`config.mk`:
```
export PLATFORM = sky130hd
export DESIGN_NAME = iter_div
export DESIGN_NICKNAME = d
export VERILOG_FILES = /design/src/rtl/div_pkg.sv /design/src/rtl/div_sign_fix.sv /design/src/rtl/iter_div.sv
export SDC_FILE = /design/constraint.sdc
export NUM_CORES = 1
export LEC_CHECK = 0
export BUFFER_PORTS_ARGS = -buffer_cell sky130_fd_sc_hd__buf_2
export CAP_MARGIN = 20
export CORE_MARGIN = 1.5
export CORE_UTILIZATION = 55
export DETAILED_ROUTE_END_ITERATION = 8
export PLACE_DENSITY_LB_ADDON = 0.12
export RECOVER_POWER = 50
export SLEW_MARGIN = 15
export SYNTH_ARGS = -nofsm -noshare
export SYNTH_HDL_FRONTEND = slang
export SYNTH_SLANG_ARGS = --single-unit
```
`constraint.sdc`:
```
create_clock -name clk -period 14.6 [get_ports clk]
set_input_delay 0.73 -clock clk [delete_from_list [all_inputs] [get_ports clk]]
set_output_delay 0.73 -clock clk [all_outputs]
set_load 0.005 [all_outputs]
```
`src/rtl/div_pkg.sv`:
```
// div_pkg: shared definitions for the iterative divider and its EX-stage users.
//   div_state_t          : FSM state encoding (2 bits)
//   DIV_Q_HI .. DIV_R_LO : result field positions for WIDTH=32;
//                          EX slices {quotient, remainder} with these.
package div_pkg;

    typedef enum logic [1:0] {
        DIV_IDLE = 2'd0,
        DIV_CALC = 2'd1,
        DIV_DONE = 2'd2
    } div_state_t;

    localparam int DIV_Q_HI = 63;
    localparam int DIV_Q_LO = 32;
    localparam int DIV_R_HI = 31;
    localparam int DIV_R_LO = 0;

endpackage

```
`src/rtl/div_sign_fix.sv`:
```
// div_sign_fix: combinational conditional negate for a pair of operands.
// The divider uses one instance to take magnitudes at the input (neg = sign
// bit) and one to apply the result signs at the output (neg = q_neg / r_neg).
// With SIGNED=0 both values pass through untouched.
//   a, b         : operands in
//   neg_a, neg_b : negate request per operand
//   y_a, y_b     : operands out
module div_sign_fix #(
    parameter int WIDTH  = 32,
    parameter bit SIGNED = 1'b1
) (
    input  logic [WIDTH-1:0] a,
    input  logic [WIDTH-1:0] b,
    input  logic             neg_a,
    input  logic             neg_b,
    output logic [WIDTH-1:0] y_a,
    output logic [WIDTH-1:0] y_b
);

    always_comb begin
        y_a = (SIGNED && neg_a) ? -a : a;
        y_b = (SIGNED && neg_b) ? -b : b;
    end

endmodule

```
`src/rtl/iter_div.sv`:
```
// iter_div: multi-cycle radix-2 restoring divider with valid/ready channels.
//   clk, rst                         : clock, async active-high reset
//   s_axis_dividend_t{valid,ready,data}: dividend channel
//   s_axis_divisor_t{valid,ready,data} : divisor channel
//   m_axis_dout_t{valid,ready,data}    : result {quotient, remainder}
// Both operands are taken together in IDLE; WIDTH+1 CALC cycles later the
// result is registered and held in DONE until the consumer takes it.
//
// state | meaning
// IDLE  | ready for a new operand pair
// CALC  | one shift/subtract step per cycle, last cycle registers result
// DONE  | result valid, waiting for dout_tready
module iter_div
    import div_pkg::*;
#(
    parameter int WIDTH  = 32,
    parameter bit SIGNED = 1'b1
) (
    input  logic               clk,
    input  logic               rst,
    input  logic               s_axis_dividend_tvalid,
    output logic               s_axis_dividend_tready,
    input  logic [WIDTH-1:0]   s_axis_dividend_tdata,
    input  logic               s_axis_divisor_tvalid,
    output logic               s_axis_divisor_tready,
    input  logic [WIDTH-1:0]   s_axis_divisor_tdata,
    output logic               m_axis_dout_tvalid,
    input  logic               m_axis_dout_tready,
    output logic [2*WIDTH-1:0] m_axis_dout_tdata
);

    localparam int CW = $clog2(WIDTH + 1);

    div_state_t         state, state_nxt;
    logic [WIDTH:0]     rem;
    logic [WIDTH-1:0]   quo;
    logic [WIDTH-1:0]   dvs;
    logic [WIDTH-1:0]   dvd_raw;
    logic [CW-1:0]      cnt;
    logic               q_neg, r_neg, dz;
    logic [2*WIDTH-1:0] dout;

    logic               accept;
    logic [WIDTH-1:0]   dvd_abs, dvs_abs;
    logic [WIDTH-1:0]   q_fix, r_fix;
    logic [WIDTH+1:0]   sh, diff;
    logic               borrow;

    assign accept = (state == DIV_IDLE) && s_axis_dividend_tvalid && s_axis_divisor_tvalid;

    div_sign_fix #(.WIDTH(WIDTH), .SIGNED(SIGNED)) u_fix_in (
        .a     (s_axis_dividend_tdata),
        .b     (s_axis_divisor_tdata),
        .neg_a (s_axis_dividend_tdata[WIDTH-1]),
        .neg_b (s_axis_divisor_tdata[WIDTH-1]),
        .y_a   (dvd_abs),
        .y_b   (dvs_abs)
    );

    div_sign_fix #(.WIDTH(WIDTH), .SIGNED(SIGNED)) u_fix_out (
        .a     (quo),
        .b     (rem[WIDTH-1:0]),
        .neg_a (q_neg),
        .neg_b (r_neg),
        .y_a   (q_fix),
        .y_b   (r_fix)
    );

    // Partial remainder stays below the divisor, so rem[WIDTH] is always 0
    // and the extra top bit of sh/diff only carries the borrow.
    always_comb begin
        sh     = {rem, quo[WIDTH-1]};
        diff   = sh - {2'b00, dvs};
        borrow = diff[WIDTH+1];
    end

    always_ff @(posedge clk or posedge rst) begin
        if (rst) state <= DIV_IDLE;
        else     state <= state_nxt;
    end

    always_comb begin
        state_nxt = state;
        case (state)
            DIV_IDLE: if (accept)             state_nxt = DIV_CALC;
            DIV_CALC: if (cnt == '0)          state_nxt = DIV_DONE;
            DIV_DONE: if (m_axis_dout_tready) state_nxt = DIV_IDLE;
            default:                          state_nxt = DIV_IDLE;
        endcase
    end

    always_ff @(posedge clk or posedge rst) begin
        if (rst) begin
            rem     <= '0;
            quo     <= '0;
            dvs     <= '0;
            dvd_raw <= '0;
            cnt     <= '0;
            q_neg   <= 1'b0;
            r_neg   <= 1'b0;
            dz      <= 1'b0;
            dout    <= '0;
        end else if (accept) begin
            rem     <= '0;
            quo     <= dvd_abs;
            dvs     <= dvs_abs;
            dvd_raw <= s_axis_dividend_tdata;
            cnt     <= CW'(WIDTH);
            q_neg   <= SIGNED ? (s_axis_dividend_tdata[WIDTH-1] ^ s_axis_divisor_tdata[WIDTH-1]) : 1'b0;
            r_neg   <= SIGNED ? s_axis_dividend_tdata[WIDTH-1] : 1'b0;
            dz      <= (s_axis_divisor_tdata == '0);
        end else if (state == DIV_CALC) begin
            if (cnt != '0) begin
                rem <= borrow ? sh[WIDTH:0] : diff[WIDTH:0];
                quo <= {quo[WIDTH-2:0], ~borrow};
                cnt <= cnt - CW'(1);
            end else begin
                // Divide-by-zero reports the raw dividend with no sign fix-up.
                dout <= dz ? {{WIDTH{1'b1}}, dvd_raw} : {q_fix, r_fix};
            end
        end
    end

    assign s_axis_dividend_tready = (state == DIV_IDLE);
    assign s_axis_divisor_tready  = (state == DIV_IDLE);
    assign m_axis_dout_tvalid     = (state == DIV_DONE);
    assign m_axis_dout_tdata      = dout;

endmodule

```
==> impl_results.md <==
* Layout Nets at about 1,700
* Yosys warns at 0
* Synth Cell Area at about 0.013 mm2
* Synth unique cells at 70
* Die height at 155 um
* Leak at ~6.5 nW
* Number of H-tree levels at 1
* Root buffer cell: clkbuf_16
* Routed WL at around 34,000 um
* Fmax at ~130 MHz
* Adder-cell share of the synthesized area at 0.0392
* Max Cap Violations at 5
* Routed Antenna Nets at 0
* XOR/XNOR Fraction of Synth Area at 0.101
* Post-CTS sizing at 0
* Largest family of logic cells by synthesized area: simple AND/OR/NAND/NOR gates
* Initial Utilization at 0.560
* Critical path peak fanout at approximately 130
* Total number of vias at 11,244
* Final setup fails at 0
* Hold Startpoint: m_axis_dout_tready
* Multi-input logic area at about 0.0070 mm2
* Mapped Avg Cell Area at between 8 and 9 um2
* Post-synthesis cell count at approximately 1,600
* Layout Skew at 0.0212 ns
* Worst-Skew Late Latency at approximately 0.52 ns
* Slew Viols, Final at between 400 and 500
* Tightest Pin Transition at 5.64 ns
* Setup TNS at 0 ns
* Drt first-iter violations at ~840
* Ratio of cells with drive above 1 in the final layout at 0.106
* Via density at around 5.8
* Seq/Total Area, Yosys at 0.402
* HP Class: in -> reg
* Ys async rst share at 1.00
* Initial DRT Pass Iterations at 5
* Hold_buf cts at 0
* Pwr dens at between 200 and 300 mW/mm2
* Post-CTS Setup Bufs at 0
* Slack of the critical path at ~7.1 ns
* DRC viols at 0
* Synth Area in Compound Gates at 0.198
* Fillers at roughly 2,100
* Synth Register Bits at between 200 and 250
* HPWL after DPL at 24,400 um
* Top cell type's share of synthesized area at 0.402
* GRT Util Overall at 0.287
* Total CTS buffers at 24
* Crit. Startpoint: rst
* Final GP Congestion at 0.899
* Hold Fails Final Rpt at 0
* Status: complete, but fails checks
* Peak VDD IR at 0.208 mV
* Top post-synthesis cells by area: dfrtp_1 (40%), nand2_1 (9.0%), o21ai_0 (6.7%)
* CTS tree: done
* Ports at 136
* Reg area at around 0.0051 mm2
* Max transition margin at -2.78
* Required @ worst endpoint at 14.26 ns
* Failing checks: max-capacitance violations, max-slew violations
* Gr ovfl total at 0
* Placed cells at 1,894
* Drt wl/cell at roughly 17 um
* Largest area contributor in the netlist: dfrtp_1
* Global-route wire length before repair at 55,400 um
* Vias in the first global route at roughly 10,000
* Crit Reg-Reg Startpoint: state[0]
* Largest net degree at the start of global routing at about 130
* Initial antenna violation count at 1
* Crit path launch type: input port
* CP Data Arrival Time at 7.17 ns
* Final min period at 7.51 ns
* Synth-to-layout area growth at 11.8%
* Worst Setup End Kind: asynchronous set/reset pin
* Clk buf depth at 3
* Portion of netlist area occupied by mux cells at 0.00792
* Post-synthesis simple-gate area fraction at 0.206
* Non-filler cells, final at between 1,500 and 2,000
* Post-synth EDFFs at 0
* Final period util at 0.514
* Die Span X at between 150 and 200 um
* Core Rows at between 50 and 60
* CTS sink count at about 200
* Post-Syn Nets at roughly 1,700
* Port bufs at 135
* Die area at approximately 0.024 mm2
* Setup WS pre-CTS at approximately 11 ns
* WS Path Type: in -> async
* Synth Flop Type: dfrtp_1
* Core area at 0.0226 mm2
* Clock-pin transition on the worst setup and hold timing paths at approximately 0.06 ns
* RSZ-0062 raised after global routing: false
per-layer routing:
metal	global-route usage	share of wire
met2	0.442	0.44
met4	0.0925	0.030
met3	0.0342	0.058
met1	0.422	0.47
met5	0	0
area by class of cell:
class,instances,area share
Antenna cell,2,0.000354
Inverter,52,0.0139
Timing Repair Buffer,146,0.0503
Tap cell,285,0.0252
Multi-Input combinational cell,1208,0.495
Sequential cell,203,0.360
Clock inverter,6,0.00434
Clock buffer,35,0.0512
Yosys cell counts (25+ instances only):
cell type	n
a31oi_1	25
clkbuf_1	66
o21ai_0	168
ha_1	38
xor2_1	92
dfrtp_1	203
o31ai_1	28
nand2_1	304
inv_1	52
nor2_1	132
xnor2_1	54
nand3_1	33
a21oi_1	114
cells by family (layout without fill, tap and decap cells):
group,Yosys count,in the layout
other cells,0,2
flops,203,203
compound gates,424,424
buf+inv,140,239
mux,10,10
simple gates,589,589
fa+ha+maj,39,39
xor+xnor,146,146
cells in the final DEF, fill, tap and decap left out, types with 38 or more instances in the layout:
cell type and instances:
a21oi_1 114, buf_2 105, dfrtp_1 202, ha_1 38
inv_1 51, nand2_1 303, nor2_1 130, o21ai_0 168
xnor2_1 54, xor2_1 92
path summary, 6_finish.rpt:
kind / to / slack (ns) / cells past startpoint
max: dvd_raw[29] / 7.09 / 3
min: state[1] / 0.42 / 2
max reg2reg: quo[18] / 10.28 / 5
min reg2reg: m_axis_dout_tdata[34] / 0.46 / 2
max in group clk: quo[18] / 10.28 / 5
min in group asynchronous: cnt[4] / 1.96 / 2
through the flow:
stage / instance area, um2 / hold slack (ns) / power, W / utilization
after floorplan: 12600 / 0.446 / 0.00255 / -
after global placement: 13400 / 0.457 / 0.00306 / 0.594
after detailed placement: 13400 / 0.450 / 0.00309 / 0.594
after CTS: 14200 / 0.427 / 0.00369 / 0.629
after global routing: 14100 / 0.426 / 0.00403 / 0.625
final: 14100 / 0.420 / 0.00368 / 0.626
power breakdown:
group / switching [W] / internal, W
clock: 0.000231 / 0.000359
sequential: 0.000280 / 0.000837
combinational: 0.00116 / 0.000809
total: 0.00167 / 0.00200
registers in the layout, indices dropped and copies added (netlist names):
register           cells
m_axis_dout_tdata     64
q_neg                  1
dvs                   32
quo                   32
rem                   33
dz                     1
state                  2
dvd_raw               32
cnt                    6
worst max-delay path: stages:
cell	delay (ns)
buf_2	0.10
clkinvlp_2	3.12
clkbuf_1	3.04
Note: power is estimated with default switching activity, not from simulation.
